===== src/rtl/usb_hid_pkg.sv =====
// usb_hid_pkg: shared types and constants for the HID key event generator
package usb_hid_pkg;
  typedef enum logic [2:0] {S_IDLE, S_MOD, S_REL, S_PRS, S_COMMIT} state_t;
  localparam logic [7:0] HID_MOD_BASE      = 8'hE0;
  localparam logic [7:0] HID_ERR_ROLLOVER  = 8'h01;
  localparam logic [7:0] HID_ERR_POSTFAIL  = 8'h02;
  localparam logic [7:0] HID_ERR_UNDEFINED = 8'h03;
  typedef logic [5:0][7:0] key_arr_t;
  typedef struct packed {
    logic [7:0] mod;
    key_arr_t   key;
  } key_report_t;
  function automatic logic is_rollover(input key_report_t r);
    is_rollover = 1'b0;
    for (int i = 0; i < 6; i++)
      if (r.key[i] inside {HID_ERR_ROLLOVER, HID_ERR_POSTFAIL, HID_ERR_UNDEFINED}) is_rollover = 1'b1;
  endfunction
  function automatic logic in_first(input key_arr_t keys, input logic [7:0] k, input logic [2:0] n);
    in_first = 1'b0;
    for (int i = 0; i < 6; i++)
      if (i < int'(n) && keys[i] == k) in_first = 1'b1;
  endfunction
endpackage


===== src/rtl/usb_hid_key_event_gen_fifo.sv =====
// usb_event_fifo: first-word-fall-through event FIFO of {press, code} entries
module usb_event_fifo #(
  parameter int DEPTH = 16
) (
  input  logic       clk,
  input  logic       rst,
  input  logic       flush,
  input  logic       push,
  input  logic       pop,
  input  logic [8:0] din,
  output logic [8:0] dout,
  output logic       full,
  output logic       empty
);
  localparam int AW = $clog2(DEPTH);
  logic [8:0]    r_mem [DEPTH];
  logic [AW-1:0] r_wr, r_rd;
  logic [AW:0]   r_cnt;
  logic          w_push, w_pop;
  assign empty  = r_cnt == '0;
  assign full   = r_cnt == (AW+1)'(DEPTH);
  assign w_pop  = pop && !empty;
  assign w_push = push && (!full || w_pop);
  assign dout   = r_mem[r_rd];
  // Pointer and occupancy bookkeeping; a pop frees room for a same-cycle push when full
  always_ff @(posedge clk) begin
    if (rst || flush) begin
      r_wr  <= '0;
      r_rd  <= '0;
      r_cnt <= '0;
    end else begin
      if (w_push) r_mem[r_wr] <= din;
      if (w_push) r_wr <= r_wr + AW'(1);
      if (w_pop) r_rd <= r_rd + AW'(1);
      r_cnt <= r_cnt + (AW+1)'(w_push) - (AW+1)'(w_pop);
    end
  end
endmodule


===== src/rtl/usb_hid_key_event_gen.sv =====
// usb_hid_key_event_gen: turns level-style boot keyboard reports into press/release events
import usb_hid_pkg::*;
module usb_hid_key_event_gen #(
  parameter int FIFO_DEPTH = 16
) (
  input  logic        clk,
  input  logic        rst,
  input  logic        enable,
  input  logic        report_valid,
  input  logic [7:0]  report_modifiers,
  input  logic [7:0]  report_key0,
  input  logic [7:0]  report_key1,
  input  logic [7:0]  report_key2,
  input  logic [7:0]  report_key3,
  input  logic [7:0]  report_key4,
  input  logic [7:0]  report_key5,
  output logic        evt_valid,
  input  logic        evt_ready,
  output logic [7:0]  evt_code,
  output logic        evt_press,
  output logic        busy,
  output logic [15:0] dropped_count,
  output logic [15:0] rollover_count
);
  state_t      r_state, w_state_nxt;
  key_report_t r_prev, r_cur, r_pend, w_in, w_src;
  logic        r_pend_v;
  logic [2:0]  r_step, w_step_nxt;
  logic [15:0] r_dropped, r_rollover;
  logic        w_load_req, w_roll, w_to_pend, w_drop, w_full, w_empty, w_pop, w_push_ok;
  logic        w_need, w_adv, w_press, w_rel_need, w_prs_need;
  logic [7:0]  w_code, w_rel_k, w_prs_k;
  logic [8:0]  w_dout;
  assign w_in       = {report_modifiers, report_key5, report_key4, report_key3, report_key2, report_key1, report_key0};
  assign w_src      = r_pend_v ? r_pend : w_in;
  assign w_roll     = is_rollover(w_src);
  assign w_load_req = enable && r_state == S_IDLE && (r_pend_v || report_valid);
  assign w_to_pend  = enable && report_valid && (r_state != S_IDLE || r_pend_v);
  assign w_drop     = w_to_pend && r_pend_v && r_state != S_IDLE;
  assign w_pop      = !w_empty && evt_ready;
  assign w_push_ok  = !w_full || w_pop;
  assign w_adv      = !w_need || w_push_ok;
  // Decide whether the current scan step owes an event, and which one
  always_comb begin
    w_rel_k    = r_prev.key[r_step];
    w_prs_k    = r_cur.key[r_step];
    w_rel_need = w_rel_k != 8'h00 && !in_first(r_cur.key, w_rel_k, 3'd6) && !in_first(r_prev.key, w_rel_k, r_step);
    w_prs_need = w_prs_k != 8'h00 && !in_first(r_prev.key, w_prs_k, 3'd6) && !in_first(r_cur.key, w_prs_k, r_step);
    w_need     = (r_state == S_MOD && r_cur.mod[r_step] != r_prev.mod[r_step]) ||
                 (r_state == S_REL && w_rel_need) || (r_state == S_PRS && w_prs_need);
    w_code     = r_state == S_MOD ? (HID_MOD_BASE | {5'd0, r_step}) : r_state == S_REL ? w_rel_k : w_prs_k;
    w_press    = r_state == S_MOD ? r_cur.mod[r_step] : r_state == S_PRS;
  end
  // Scan sequencing; a step holds while its event cannot enter the FIFO
  always_comb begin
    w_state_nxt = r_state;
    w_step_nxt  = r_step;
    case (r_state)
      S_IDLE: if (w_load_req && !w_roll) begin
        w_state_nxt = S_MOD;
        w_step_nxt  = 3'd0;
      end
      S_MOD: if (w_adv) begin
        w_state_nxt = r_step == 3'd7 ? S_REL : S_MOD;
        w_step_nxt  = r_step + 3'd1;
      end
      S_REL: if (w_adv) begin
        w_state_nxt = r_step == 3'd5 ? S_PRS : S_REL;
        w_step_nxt  = r_step == 3'd5 ? 3'd0 : r_step + 3'd1;
      end
      S_PRS: if (w_adv) begin
        w_state_nxt = r_step == 3'd5 ? S_COMMIT : S_PRS;
        w_step_nxt  = r_step == 3'd5 ? 3'd0 : r_step + 3'd1;
      end
      default: w_state_nxt = S_IDLE;
    endcase
  end
  // FSM and report registers; disabling wipes history so the next report is seen fresh
  always_ff @(posedge clk) begin
    if (rst || !enable) begin
      r_state  <= S_IDLE;
      r_step   <= '0;
      r_prev   <= '0;
      r_cur    <= '0;
      r_pend_v <= 1'b0;
      if (rst) r_pend <= '0;
    end else begin
      r_state <= w_state_nxt;
      r_step  <= w_step_nxt;
      if (w_load_req && !w_roll) r_cur <= w_src;
      if (r_state == S_COMMIT) r_prev <= r_cur;
      if (w_to_pend) r_pend <= w_in;
      if (w_to_pend) r_pend_v <= 1'b1;
      else if (w_load_req && r_pend_v) r_pend_v <= 1'b0;
    end
  end
  // Saturating diagnostics counters, held across disable
  always_ff @(posedge clk) begin
    if (rst) begin
      r_dropped  <= '0;
      r_rollover <= '0;
    end else begin
      if (w_drop && r_dropped != 16'hFFFF) r_dropped <= r_dropped + 16'd1;
      if (w_load_req && w_roll && r_rollover != 16'hFFFF) r_rollover <= r_rollover + 16'd1;
    end
  end
  usb_event_fifo #(.DEPTH(FIFO_DEPTH)) u_fifo (
    .clk   (clk),
    .rst   (rst),
    .flush (!enable),
    .push  (w_need && w_push_ok),
    .pop   (evt_ready),
    .din   ({w_press, w_code}),
    .dout  (w_dout),
    .full  (w_full),
    .empty (w_empty)
  );
  assign evt_valid      = !w_empty;
  assign evt_code       = w_empty ? 8'h00 : w_dout[7:0];
  assign evt_press      = !w_empty && w_dout[8];
  assign busy           = r_state != S_IDLE;
  assign dropped_count  = r_dropped;
  assign rollover_count = r_rollover;
endmodule


===== config.mk =====
export PLATFORM = sky130hd
export DESIGN_NAME = usb_hid_key_event_gen
export DESIGN_NICKNAME = d
export VERILOG_FILES = /design/src/rtl/usb_hid_pkg.sv /design/src/rtl/usb_hid_key_event_gen_fifo.sv /design/src/rtl/usb_hid_key_event_gen.sv
export SDC_FILE = /design/constraint.sdc
export NUM_CORES = 1
export LEC_CHECK = 0
export ABC_AREA = 1
export BUFFER_PORTS_ARGS = -buffer_cell sky130_fd_sc_hd__buf_2
export CORE_MARGIN = 8
export CORE_UTILIZATION = 62
export DETAILED_ROUTE_END_ITERATION = 8
export GPL_TIMING_DRIVEN = 0
export PLACE_DENSITY = 0.87
export SETUP_SLACK_MARGIN = 0.05
export SLEW_MARGIN = 20
export SYNTH_ARGS = -nofsm -noshare
export SYNTH_HDL_FRONTEND = slang
export SYNTH_HIERARCHICAL = 1
export SYNTH_SLANG_ARGS = --single-unit

===== constraint.sdc =====
create_clock -name clk -period 4.5 [get_ports clk]
set_input_delay 0.45 -clock clk [delete_from_list [all_inputs] [get_ports clk]]
set_output_delay 0.45 -clock clk [all_outputs]
set_load 0.02 [all_outputs]

==> impl_metrics.ini <==
[cells_and_area]
multiInputGateArea_um2 = 8980
stdcell_count = 3337
fillers = 2483
num_antenna_cells = 0
drive_gt1_frac = 0.122
nNetsFinal = 2942
area_delta_synth_final_pct = 14.8
seq_area_um2 = 9370

[timing]
report.final.setup_viol = 0
fmax_mhz = 232
fin_skew_ns = 0.0238
fin_crit_sh = 0.958
hold_viol = 0
slew_headroom = 0.331
worstMarginPinSlew_ns = 1.00
period_needed_ns = 4.31
rsz0062_at_grt = false
setup_ws_ns = 0.187
drv_slew = 0

[route]
ant_nets = 0
vias = 20173
drc = 0
drt_wl_total_um = 73500
viasPerCell = 6.05
drt_first_iter_violations = 3034
wl_per_cell_um = 22.0
first_pass_iters = 9

[clock_tree]
cts.clk_slew.worst_paths_ns = 0.06
cts_tree = built
cts.sinks = 368
numCtsBuffers = 40
cts_max_path_buffers = 3
insertion_delay_ns = 0.57
ctsHoldBuffers = 0
htree_levels = 2
root_buffer = clkbuf_16

[critical_path]
worst-path-max-fanout = 10
required_ns = 4.68
worst_ep_arrival_time_ns = 4.49
cp-end-kind = flop
crit_start = r_step[2]
r2r_start = r_step[2]
worstSetupPathType = reg -> reg
start_kind = flop

[floorplanning]
die_w_um = 197
die_h_um = 197
die_area_um2 = 38700
coreArea_um2 = 32400
std_cell_rows = 66
ioPinCount = 104
initial_core_util = 0.625

[power_and_ir_drop]
ir_drop_uv = 368
cellPowerDensity_nw_per_um2 = 382
leakagePower_nw = 10.2

[placed_design]
dp_hpwl_um = 52400
place.gp.congestion = 0.996
post-place-cells = 3244
detailedPlace.worstSlack_ns = -0.583
portBuffers = 103

[run]
drv_cap = 0

[worst_hold_path]
hp-class = in -> reg
min_from = report_key0[4]

[synth]
ys_warn_count = 6
seq_area_frac_synth = 0.463
syn-num-nets = 2774
ys_types = 50
ys_seq_elements = 368
synth_area_um2 = 20200
syn_avg_cell_area_um2 = 7.50
synth_cells = 2697

[global_route]
grt_max_degree = 57
first_global_vias = 19428
antenna_found_initial = 2
overflow = 0
grt_usage = 0.372
grt_pass1_wl_um = 110000

[outcome]
status = finished, final reports clean
-- per-stage QoR --
step	util	total power [mW]	hold slack (ns)	instance area (um2)	TNS, ns
2_1_floorplan	-	4.75	0.465	20200	0
3_3_place_gp	0.658	5.24	0.478	21300	-47.39
3_5_place_dp	0.660	5.30	0.491	21400	-58.78
4_1_cts	0.710	8.76	0.198	23000	0
5_1_grt	0.717	9.10	0.211	23200	0
6_report	0.717	8.86	0.205	23200	0
-- synth_stat cells (all sizes together) --
| library cell | count | area share |
|---|---|---|
| a31oi | 2 | 0.00062 |
| buf | 67 | 0.024 |
| fa | 1 | 0.00099 |
| nand2 | 756 | 0.14 |
| or4 | 1 | 0.00037 |
| a2111oi | 1 | 0.00043 |
| o41ai | 1 | 0.00043 |
| edfxtp | 200 | 0.30 |
| ha | 15 | 0.0093 |
| clkbuf | 53 | 0.0098 |
| nor2 | 277 | 0.056 |
| dfxtp | 168 | 0.17 |
| nor4 | 4 | 0.0012 |
| nand4 | 77 | 0.024 |
| and2 | 1 | 0.00031 |
| o311ai | 2 | 0.00087 |
| nand3 | 209 | 0.058 |
| o21ai | 200 | 0.049 |
| xor2 | 56 | 0.024 |
| nor3 | 23 | 0.0057 |
| o211ai | 20 | 0.011 |
| nand3b | 2 | 0.00074 |
| o31ai | 1 | 0.00037 |
| nor3b | 4 | 0.0015 |
| o22ai | 6 | 0.0019 |
| a211oi | 2 | 0.00074 |
| clkinv | 3 | 0.00056 |
| or2 | 2 | 0.00062 |
| o2111ai | 1 | 0.00043 |
| inv | 376 | 0.070 |
| o21a | 1 | 0.00037 |
| nor4b | 1 | 0.00043 |
| a21oi | 162 | 0.040 |
| xnor2 | 2 | 0.00087 |
-- final timing paths --
| path | depth (start not counted) | slack (ns) | to |
|---|---|---|---|
| hold reg to reg | 2 | 0.50 | r_state[1] |
| setup / recovery | 21 | 0.19 | u_fifo/r_mem[14][4] |
| setup reg to reg | 21 | 0.19 | u_fifo/r_mem[14][4] |
| hold / removal | 3 | 0.20 | r_pend[4] |
-- report_power, final --
part	switching, mW	internal [mW]
Clock	1.41	2.09
Sequential	0.0482	3.63
Combinational	1.20	0.497
-- repair_timing --
action | CTS | global route
setup buffers | 14 | 7
pin swaps | 10 | 7
gates resized for setup | 28 | 38
endpoints found under the setup margin | 148 | 147
-- cells by family (layout without fill, tap and decap cells) --
family / count (synthesis) / after routing / share of synthesized area
AO/OA/AOI/OAI: 399 / 399 / 0.107
XOR/XNOR: 58 / 58 / 0.0251
adder cells (fa/ha/maj): 16 / 16 / 0.0103
buffers and inverters: 499 / 697 / 0.104
flip-flops: 368 / 368 / 0.463
AND/OR/NAND/NOR: 1357 / 1357 / 0.291
-- cells in the final DEF (no fill, tap or decap), types with 6 or more instances in the layout --
| cell | n |
|---|---|
| clkinv_1 | 7 |
| ha_1 | 15 |
| dfxtp_1 | 167 |
| nand3_1 | 184 |
| clkbuf_16 | 45 |
| nand2_2 | 13 |
| nand3_4 | 10 |
| edfxtp_1 | 200 |
| buf_6 | 24 |
| nand3_2 | 15 |
| clkbuf_1 | 60 |
| nand4_1 | 76 |
| inv_4 | 6 |
| o211ai_4 | 6 |
| nor3_1 | 23 |
| buf_12 | 6 |
| nand2_1 | 738 |
| a21oi_1 | 158 |
| buf_4 | 35 |
| inv_1 | 363 |
| nor2_2 | 6 |
| nor2_1 | 258 |
| o211ai_1 | 9 |
| o21ai_0 | 194 |
| buf_2 | 125 |
| nor2_4 | 12 |
| xor2_1 | 56 |
| inv_2 | 8 |
-- layout make-up --
type,instances,area share
clock inverters,16,0.00819
inverters,379,0.0618
flip-flops and latches,368,0.404
clock buffers,56,0.0514
repair buffers,126,0.0314
plain buffers,120,0.0330
multi-input cells,1830,0.387
well taps,442,0.0238
-- layer usage --
metal,up-vias,global-route usage,part of all wire
met5,-,0,0.00071
met4,6,0.170,0.046
met3,267,0.104,0.13
met2,1487,0.561,0.43
met1,9335,0.494,0.39
li1,9078,-,-
-- state kept, by name (all words and copies together), names as in the netlist, named ones only --
name            count
u_fifo/r_cnt        5
dropped_count      16
r_pend             56
u_fifo/r_rd         4
rollover_count     16
r_cur              56
r_prev             56
u_fifo/r_mem      144
r_state             3
u_fifo/r_wr         4
r_step              3
r_pend_v            1
-- worst max-delay path, cell delays in order (launching register included) --
cell and delay (ns):
dfxtp_1 0.32, buf_6 0.15, inv_4 0.14, nor2_4 0.06, buf_12 0.14, buf_4 0.13
nand3_1 0.12, nand2_2 0.12, nor2_4 0.24, buf_6 0.21, nand2_1 0.07, nand4_1 0.13
nor2_1 0.06, nand2_1 0.08, nand3_2 0.11, nor2_4 0.22, nand3_4 0.13, a31oi_4 0.26
nand2_4 0.12, nor2_4 0.18, nand2_2 0.15, nor2_1 0.77
No activity file was read; power rests on OpenSTA's default activity.
